## config.mk

```make
export PLATFORM = sky130hd
export DESIGN_NAME = pipe_hazard_ctrl
export DESIGN_NICKNAME = d
export VERILOG_FILES = /design/src/rtl/pipe_hazard_ctrl.sv
export SDC_FILE = /design/constraint.sdc
export NUM_CORES = 1
export LEC_CHECK = 0
export CORE_MARGIN = 3
export CORE_UTILIZATION = 48
export CTS_CLUSTER_SIZE = 30
export DETAILED_ROUTE_END_ITERATION = 8
export PLACE_DENSITY_LB_ADDON = 0.1
export SYNTH_ARGS = -nofsm -noshare
export SYNTH_HDL_FRONTEND = slang
export SYNTH_SLANG_ARGS = --single-unit
```

## constraint.sdc

```tcl
create_clock -name clk -period 2.2 [get_ports clk]
set_input_delay 0.44 -clock clk [delete_from_list [all_inputs] [get_ports clk]]
set_output_delay 0.44 -clock clk [all_outputs]
set_load 0.01 [all_outputs]
```

## src/rtl/pipe_hazard_ctrl.sv

```systemverilog
// rtl/pipe_hazard_ctrl.sv - pipeline hazard controller: load-use stalls, redirect flushes, MDU hold
//
// Purpose: decides stage-register enables and bubble insertion for a 5-stage
// pipeline. It handles load-use interlocks, branch/jump redirects, fetch
// misses and multicycle MDU operations, which are guarded by a watchdog.
// It also keeps saturating stall/flush performance counters.
//
// Ports:
//   clk                       single clock, rising edge
//   reset                     synchronous, active-low (0 = reset)
//   ifid_rs1/rs2, use_rs1/2   sources read by the instruction in ID
//   idex_rd, idex_mem_read,
//   idex_valid                destination / load flag / valid of the EX instruction
//   ex_redirect               branch/jump in EX redirects the PC
//   mdu_start, mdu_done       multicycle op enters EX / result ready
//   imem_ready                fetch data valid
//   pc_en, ifid_en, idex_en   stage register enables
//   ifid/idex/exmem_flush     load a bubble into that stage register
//   ctrl_state                RUN=0, LU_STALL=1, MDU_BUSY=2
//   mdu_timeout               sticky watchdog flag
//   stall_cnt, flush_cnt      saturating performance counters
module pipe_hazard_ctrl #(
  parameter int unsigned LU_BUBBLES  = 1,
  parameter int unsigned MDU_TIMEOUT = 64,
  parameter int unsigned CNT_W       = 16
) (
  input  logic             clk,
  input  logic             reset,
  input  logic [4:0]       ifid_rs1,
  input  logic [4:0]       ifid_rs2,
  input  logic             ifid_use_rs1,
  input  logic             ifid_use_rs2,
  input  logic [4:0]       idex_rd,
  input  logic             idex_mem_read,
  input  logic             idex_valid,
  input  logic             ex_redirect,
  input  logic             mdu_start,
  input  logic             mdu_done,
  input  logic             imem_ready,
  output logic             pc_en,
  output logic             ifid_en,
  output logic             idex_en,
  output logic             ifid_flush,
  output logic             idex_flush,
  output logic             exmem_flush,
  output logic [1:0]       ctrl_state,
  output logic             mdu_timeout,
  output logic [CNT_W-1:0] stall_cnt,
  output logic [CNT_W-1:0] flush_cnt
);

  typedef enum logic [1:0] {
    RUN      = 2'd0,
    LU_STALL = 2'd1,
    MDU_BUSY = 2'd2
  } state_e;

  // The first load-use bubble is issued from RUN, so LU_STALL covers the rest.
  localparam logic [1:0] LU_CNT_INIT = 2'(LU_BUBBLES - 1);
  localparam logic [7:0] TIMER_LAST  = 8'(MDU_TIMEOUT - 1);

  state_e           state_q, state_d;
  logic [1:0]       lu_cnt_q, lu_cnt_d;
  logic [7:0]       timer_q, timer_d;
  logic             mdu_timeout_q, mdu_timeout_d;
  logic [CNT_W-1:0] stall_cnt_q, flush_cnt_q;
  logic             flush_inc;
  logic             load_use;

  // x0 is never a real dependency, so a load to x0 must not interlock.
  assign load_use = idex_valid && idex_mem_read && (idex_rd != 5'd0) &&
                    (((idex_rd == ifid_rs1) && ifid_use_rs1) ||
                     ((idex_rd == ifid_rs2) && ifid_use_rs2));

  always_comb begin
    pc_en         = 1'b1;
    ifid_en       = 1'b1;
    idex_en       = 1'b1;
    ifid_flush    = 1'b0;
    idex_flush    = 1'b0;
    exmem_flush   = 1'b0;
    state_d       = state_q;
    lu_cnt_d      = lu_cnt_q;
    timer_d       = timer_q;
    mdu_timeout_d = mdu_timeout_q;
    flush_inc     = 1'b0;

    case (state_q)
      RUN: begin
        if (ex_redirect) begin
          ifid_flush = 1'b1;
          idex_flush = 1'b1;
          flush_inc  = 1'b1;
        end else if (mdu_start) begin
          // A single-cycle MDU result needs no hold at all.
          if (!mdu_done) begin
            pc_en       = 1'b0;
            ifid_en     = 1'b0;
            idex_en     = 1'b0;
            exmem_flush = 1'b1;
            timer_d     = 8'd0;
            state_d     = MDU_BUSY;
          end
        end else if (load_use) begin
          pc_en      = 1'b0;
          ifid_en    = 1'b0;
          idex_flush = 1'b1;
          if (LU_BUBBLES > 1) begin
            state_d  = LU_STALL;
            lu_cnt_d = LU_CNT_INIT;
          end
        end else if (!imem_ready) begin
          pc_en      = 1'b0;
          ifid_flush = 1'b1;
        end
      end

      LU_STALL: begin
        pc_en      = 1'b0;
        ifid_en    = 1'b0;
        idex_flush = 1'b1;
        lu_cnt_d   = lu_cnt_q - 2'd1;
        if (lu_cnt_q == 2'd1) begin
          state_d = RUN;
        end
      end

      MDU_BUSY: begin
        timer_d = timer_q + 8'd1;
        if (mdu_done) begin
          state_d = RUN;
        end else if (timer_q == TIMER_LAST) begin
          // Watchdog: release the pipeline and leave a sticky flag behind.
          mdu_timeout_d = 1'b1;
          state_d       = RUN;
        end else begin
          pc_en       = 1'b0;
          ifid_en     = 1'b0;
          idex_en     = 1'b0;
          exmem_flush = 1'b1;
        end
      end

      default: begin
        state_d = RUN;
      end
    endcase

    // Reset holds every stage and fills the pipe with bubbles.
    if (!reset) begin
      pc_en       = 1'b0;
      ifid_en     = 1'b0;
      idex_en     = 1'b0;
      ifid_flush  = 1'b1;
      idex_flush  = 1'b1;
      exmem_flush = 1'b1;
    end
  end

  always_ff @(posedge clk) begin
    if (!reset) begin
      state_q       <= RUN;
      lu_cnt_q      <= 2'd0;
      timer_q       <= 8'd0;
      mdu_timeout_q <= 1'b0;
      stall_cnt_q   <= '0;
      flush_cnt_q   <= '0;
    end else begin
      state_q       <= state_d;
      lu_cnt_q      <= lu_cnt_d;
      timer_q       <= timer_d;
      mdu_timeout_q <= mdu_timeout_d;
      if (!pc_en && (stall_cnt_q != '1)) begin
        stall_cnt_q <= stall_cnt_q + CNT_W'(1);
      end
      if (flush_inc && (flush_cnt_q != '1)) begin
        flush_cnt_q <= flush_cnt_q + CNT_W'(1);
      end
    end
  end

  assign ctrl_state  = reset ? state_q : RUN;
  assign mdu_timeout = mdu_timeout_q;
  assign stall_cnt   = stall_cnt_q;
  assign flush_cnt   = flush_cnt_q;

endmodule

```

==> results.toml, run 1 <==
[logic_synthesis]
synth_top_family_by_area = "simple AND/OR/NAND/NOR gates"
synth.area.top_cells = "dfxtp_1, xnor2_1, and2_1"
synth_fp_nets = 294
synthMuxAreaShare_pct = 3.02
synth_edf_count = 0
ys_types = 51
yosys_warnings = 0
synthSimpleGateAreaFrac_pct = 31.4
ys_ff_latch = 42
seq_area_frac_synth_pct = 36.2
synth_top_area_share_pct = 36.2
synth_fa_ha_area_share_pct = 1.62
synth_compound_area_share_pct = 12.7
syn_inst = 266
async_flop_share_pct = 0
synth_xor_area_share_pct = 11.3
yosys_most_used_dff = "dfxtp_1"
yosys.area.top_type = "dfxtp_1"
syn_area_per_cell_um2 = 8.73
synth_area_um2 = 2320

[sta]
post-route-period-util_pct = 98.7
setup_viol = 0
fin_skew_ns = 0.0110
max_freq_ghz = 0.460
fin_tns_setup_ns = 0
period_minus_slack_ns = 2.17
slew_viol_final = 0
hold_viol_final = 0
rsz0062_at_grt = "yes"

[grt]
grt_pass1_wl_mm = 9.00
first_global_vias = 2076
grt_max_degree = 40
antenna_found_initial = 0
grt_overflow = 0
grt_usage_pct = 20.2

[finish]
utilization_pct = 73.8
final_nets = 395
nFillCells = 370
area_growth_pct = 43.1
diodes = 0
fin_cells = 420
layout-drive-gt1-share_pct = 18.8
mostFrequentLayoutCells = "dfxtp_1, clkdlybuf4s50_1, buf_4"
layout_commonest_cell = "dfxtp_1"

[drt]
routed_wl_mm = 5.51
drtPass1Iterations = 4
drt_iter0_drc = 49
wire_per_inst_um = 13.1
via_per_inst = 5.22
vias = 2193
drc = 0
drtAntennaViolNets = 0

[floorplanning]
coreArea_um2 = 4500
ios = 66
rows = 24
start_util_pct = 51.6
die_h_um = 75.6
die_w_um = 75.6
dieArea_um2 = 5710

[hold_path]
hp-class = "register to register"
whs_path_depth = 2

[clock_network]
postCtsHoldBufs = 0
cts_htree_levels = 2
cts_root_buf = "clkbuf_8"
clkTransAtPathRegs_ns = 0.09
cts_tree = "built"
clk_latency_ns = 0.29
cts_buffer_depth = 2
clock-sinks = 42
cts_buffers = 5

[placed_design]
place_congestion = 0.783
dp_hpwl_mm = 4.05
io_buffers = 64
dp.cells = 407

[flow_run]
max_cap_viol_count = 0

[run_status]
status = "completed"

[power]
power_density_nw_per_um2 = 457
p_leak_nw = 1.32
irDropWorstVdd_mv = 0.519

[setup_path]
arrival_ns = 1.73
cp.required_ns = 1.76
critical_path_class = "primary input to primary output"
r2r_cells = 10
start_kind = "primary input"
crit_fanout = 3
crit_path_end_kind = "primary output"
kinds of logic after synthesis:
kind of cell | after synthesis
AND/OR/NAND/NOR | 130
flip-flops | 42
AO/OA/AOI/OAI | 39
XOR/XNOR | 30
buffers and inverters | 14
multiplexers | 7
adder cells (fa/ha/maj) | 3
other | 1
registers in the layout (all words and copies together) (netlist names):
| name | flops |
|---|---|
| flush_cnt | 16 |
| stall_cnt | 16 |
| timer_q | 8 |
| mdu_timeout | 1 |
| state_q | 1 |
cells in the mapped netlist, types with 2 or more instances:
cell / n
and4_1: 2
nand2_1: 23
nor4_1: 2
nand3_1: 10
and3_1: 4
a21boi_0: 2
mux2i_1: 7
a21oi_1: 3
or3_1: 9
and2_1: 17
a21boi_1: 9
o311a_1: 2
o21ai_0: 5
dfxtp_1: 42
xnor2_1: 20
nand2b_1: 4
ha_1: 3
nor2b_1: 6
nor2_1: 25
clkbuf_1: 6
inv_1: 4
or4_1: 3
xor2_1: 10
o21ai_1: 6
o31ai_1: 4
nand4_1: 13
per-stage QoR:
| stage | area [um^2] | power, W | setup WS [ns] | hold WS [ns] |
|---|---|---|---|---|
| after floorplan | 2320 | 0.000921 | 0.194 | 0.472 |
| after global placement | 3240 | 0.00105 | -0.684 | 0.481 |
| after detailed placement | 3240 | 0.00105 | -0.726 | 0.484 |
| after CTS | 3300 | 0.00153 | 0.0198 | 0.504 |
| after global routing | 3330 | 0.00160 | -0.0193 | 0.514 |
| final | 3330 | 0.00152 | 0.0283 | 0.501 |
path summary, 6_finish.rpt:
kind / start / end / slack (ns)
min: mdu_timeout$_SDFFE_PN0P_ / mdu_timeout$_SDFFE_PN0P_ / 0.50
max reg2reg: timer_q[0]$_SDFFE_PN0P_ / stall_cnt[0]$_SDFFE_PN0P_ / 0.12
max: idex_rd[1] / idex_flush / 0.03
min reg2reg: mdu_timeout$_SDFFE_PN0P_ / mdu_timeout$_SDFFE_PN0P_ / 0.50
worst max-delay path: stages:
cell     delay (ns)
buf_2          0.12
or3_1          0.35
o311a_1        0.34
nand2_2        0.12
nor2_1         0.05
nor2_1         0.10
o21ai_1        0.06
buf_2          0.14
where the power goes:
group	switching, W	leakage, nW	internal [W]
Clock	0.000265	0.0452	0.000224
Combinational	0.000106	0.939	0.000142
Sequential	0.0000132	0.339	0.000771
Total	0.000384	1.32	0.00114
per-layer routing:
metal / vias to the layer above / track usage, % / wire length (um)
met3: 6 / 5.80 / 363
met1: 988 / 25.4 / 2610
met4: 0 / 5.63 / 57
met2: 66 / 33.9 / 2480
met5: - / 0 / 0
li1: 1133 / - / -
cell type report:
| class | instances | area, um^2 | share of cell area, % |
|---|---|---|---|
| Multi-Input combinational cell | 210 | 1410 | 42.4 |
| Timing Repair Buffer | 103 | 900 | 27.1 |
| Sequential cell | 42 | 841 | 25.3 |
| Clock buffer | 6 | 72.6 | 2.18 |
| Tap cell | 52 | 65.1 | 1.96 |
| Inverter | 5 | 23.8 | 0.715 |
| Clock inverter | 2 | 13.8 | 0.414 |
what timing repair did:
action | 4_1_cts | 5_1_grt
setup buffers | 3 | 2
cloned | 0 | 0
resized for setup | 51 | 6
pin swaps | 19 | 10
endpoints found under the hold margin | 0 | 0
setup endpoints to repair | 19 | 14
No activity file was read; power rests on OpenSTA's default activity.
==> inputs of run 2 (changes only) <==
Settings changed: CORE_UTILIZATION 48 to 49, CTS_BUF_LIST from default to sky130_fd_sc_hd__clkbuf_8.
==> results.toml, run 2 (synthesis gave the netlist of run 1 again) <==
[drt]
routed_wl_mm = 5.99
drtAntennaViolNets = 0
vias = 2290
via_per_inst = 5.41
drtPass1Iterations = 4
drt_iter0_drc = 69
drc = 0
wire_per_inst_um = 14.2

[clock_network]
cts_root_buf = "clkbuf_8"
clk_latency_ns = 0.29
clock-sinks = 42
cts_buffer_depth = 2
postCtsHoldBufs = 0
cts_htree_levels = 2
clkTransAtPathRegs_ns = 0.08
cts_buffers = 5
cts_tree = "built"

[grt]
grt_overflow = 0
grt_pass1_wl_mm = 9.37
antenna_found_initial = 0
grt_max_degree = 40
first_global_vias = 2120
grt_usage_pct = 21.6

[floorplanning]
coreArea_um2 = 4470
die_h_um = 74.9
rows = 24
dieArea_um2 = 5600
ios = 66
start_util_pct = 51.9
die_w_um = 74.9

[sta]
hold_viol_final = 0
fin_skew_ns = 0.00261
setup_viol = 0
slew_viol_final = 0
max_freq_ghz = 0.465
post-route-period-util_pct = 97.7
period_minus_slack_ns = 2.15
rsz0062_at_grt = "yes"
fin_ws_ns = 0.0515

[power]
power_density_nw_per_um2 = 454
finalPower_w = 0.00155
clock_power_share_pct = 32.3
switching_share_pct = 24.7
pwr-share-seq_pct = 50.5
intPower_w = 0.00117
power_frac_comb_pct = 17.2
p_leak_nw = 1.41
switchingPower_w = 0.000384
irDropWorstVdd_mv = 0.437

[placed_design]
place_congestion = 0.757
io_buffers = 64
dp_hpwl_mm = 4.16
pre_cts_ws_ns = -0.714

[hold_path]
whs_path_depth = 2
hp-class = "register to register"
hp-start = "stall_cnt[8]$_SDFFE_PN0P_"
worstHoldEndpoint = "stall_cnt[8]$_SDFFE_PN0P_"

[setup_path]
rrSetupSlack_ns = 0.13
cp.required_ns = 1.76
slowest_stage = "or3_4"
crit_fanout = 3
r2r_cells = 9
crit_path_cell_trace = "buf_4 > or3_4 > o311a_4 > nand2_2 > nor2_2 > nor2_1 > o21ai_1 > buf_2"
critical_path_class = "primary input to primary output"
start_kind = "primary input"
crit_path_end_kind = "primary output"
worst_path_largest_cell_delay_ns = 0.36
r2r-end = "stall_cnt[1]$_SDFFE_PN0P_"
arrival_ns = 1.71
r2r_start = "stall_cnt[9]$_SDFFE_PN0P_"

[finish]
nFillCells = 331
diodes = 0
mostFrequentLayoutCells = "dfxtp_1, buf_4, clkdlybuf4s50_1"
final_nets = 398
layout-drive-gt1-share_pct = 25.1
utilization_pct = 76.6
area_growth_pct = 47.5

[run_status]
status = "completed"

[flow_run]
max_cap_viol_count = 0
run 2: per-stage QoR:
stage / hold slack, ns / instance area, um^2 / setup TNS, ns / cells
after floorplan: 0.472 / 2320 / 0 / 266
after global placement: 0.485 / 3240 / -9.03 / 409
after detailed placement: 0.502 / 3240 / -10.18 / 409
after CTS: 0.522 / 3350 / 0 / 424
after global routing: 0.529 / 3430 / -0.0551 / 423
final: 0.512 / 3430 / 0 / 423
run 2: timing repair:
action | in CTS | in global routing
setup buffers | 6 | 1
pin swaps | 23 | 24
gates cloned | 1 | 0
hold endpoints to repair | 0 | 0
setup endpoints to repair | 19 | 18
gates resized for setup | 55 | 44
run 2: worst max-delay path by stage:
stage                                      to  slack (ns)  cells past startpoint   startpoint
detailed placement                 ifid_flush       -0.71                      7   idex_rd[1]
global placement                   ifid_flush       -0.68                      7   idex_rd[1]
finish                             idex_flush        0.05                      8   idex_rd[1]
floorplan                               pc_en        0.19                      5   idex_rd[0]
global route        stall_cnt[5]$_SDFFE_PN0P_       -0.03                     11   idex_rd[1]
CTS                                idex_flush       0.008                      9  ifid_rs2[1]
run 2: per-layer routing:
layer	global-route usage, %	routed length, um
met1	27.9	2690
met4	8.89	93
met2	34.3	2840
met3	5.74	372
met5	0	0
run 2: power by group through the flow:
stage | logic [W] | clock network [W] | registers (W)
2_1_floorplan | 0.000115 | 0 | 0.000805
3_3_place_gp | 0.000245 | 0 | 0.000802
3_5_place_dp | 0.000250 | 0 | 0.000802
4_1_cts | 0.000252 | 0.000523 | 0.000785
5_1_grt | 0.000287 | 0.000547 | 0.000789
6_report | 0.000267 | 0.000502 | 0.000786
run 2: worst max-delay path: cells and delay by family:
family | cells | cell delay [ns]
and+or+nand+nor | 4 | 0.61
AOI/OAI and AO/OA | 2 | 0.39
buffers and inverters | 2 | 0.27
run 2: cell type report:
cell class	instances	area [um^2]	area share, %
Inverter	5	23.8	0.694
Timing Repair Buffer	105	906	26.4
Clock inverter	2	8.76	0.256
Tap cell	52	65.1	1.90
Multi-Input combinational cell	211	1500	43.6
Clock buffer	6	82.6	2.41
Sequential cell	42	846	24.7
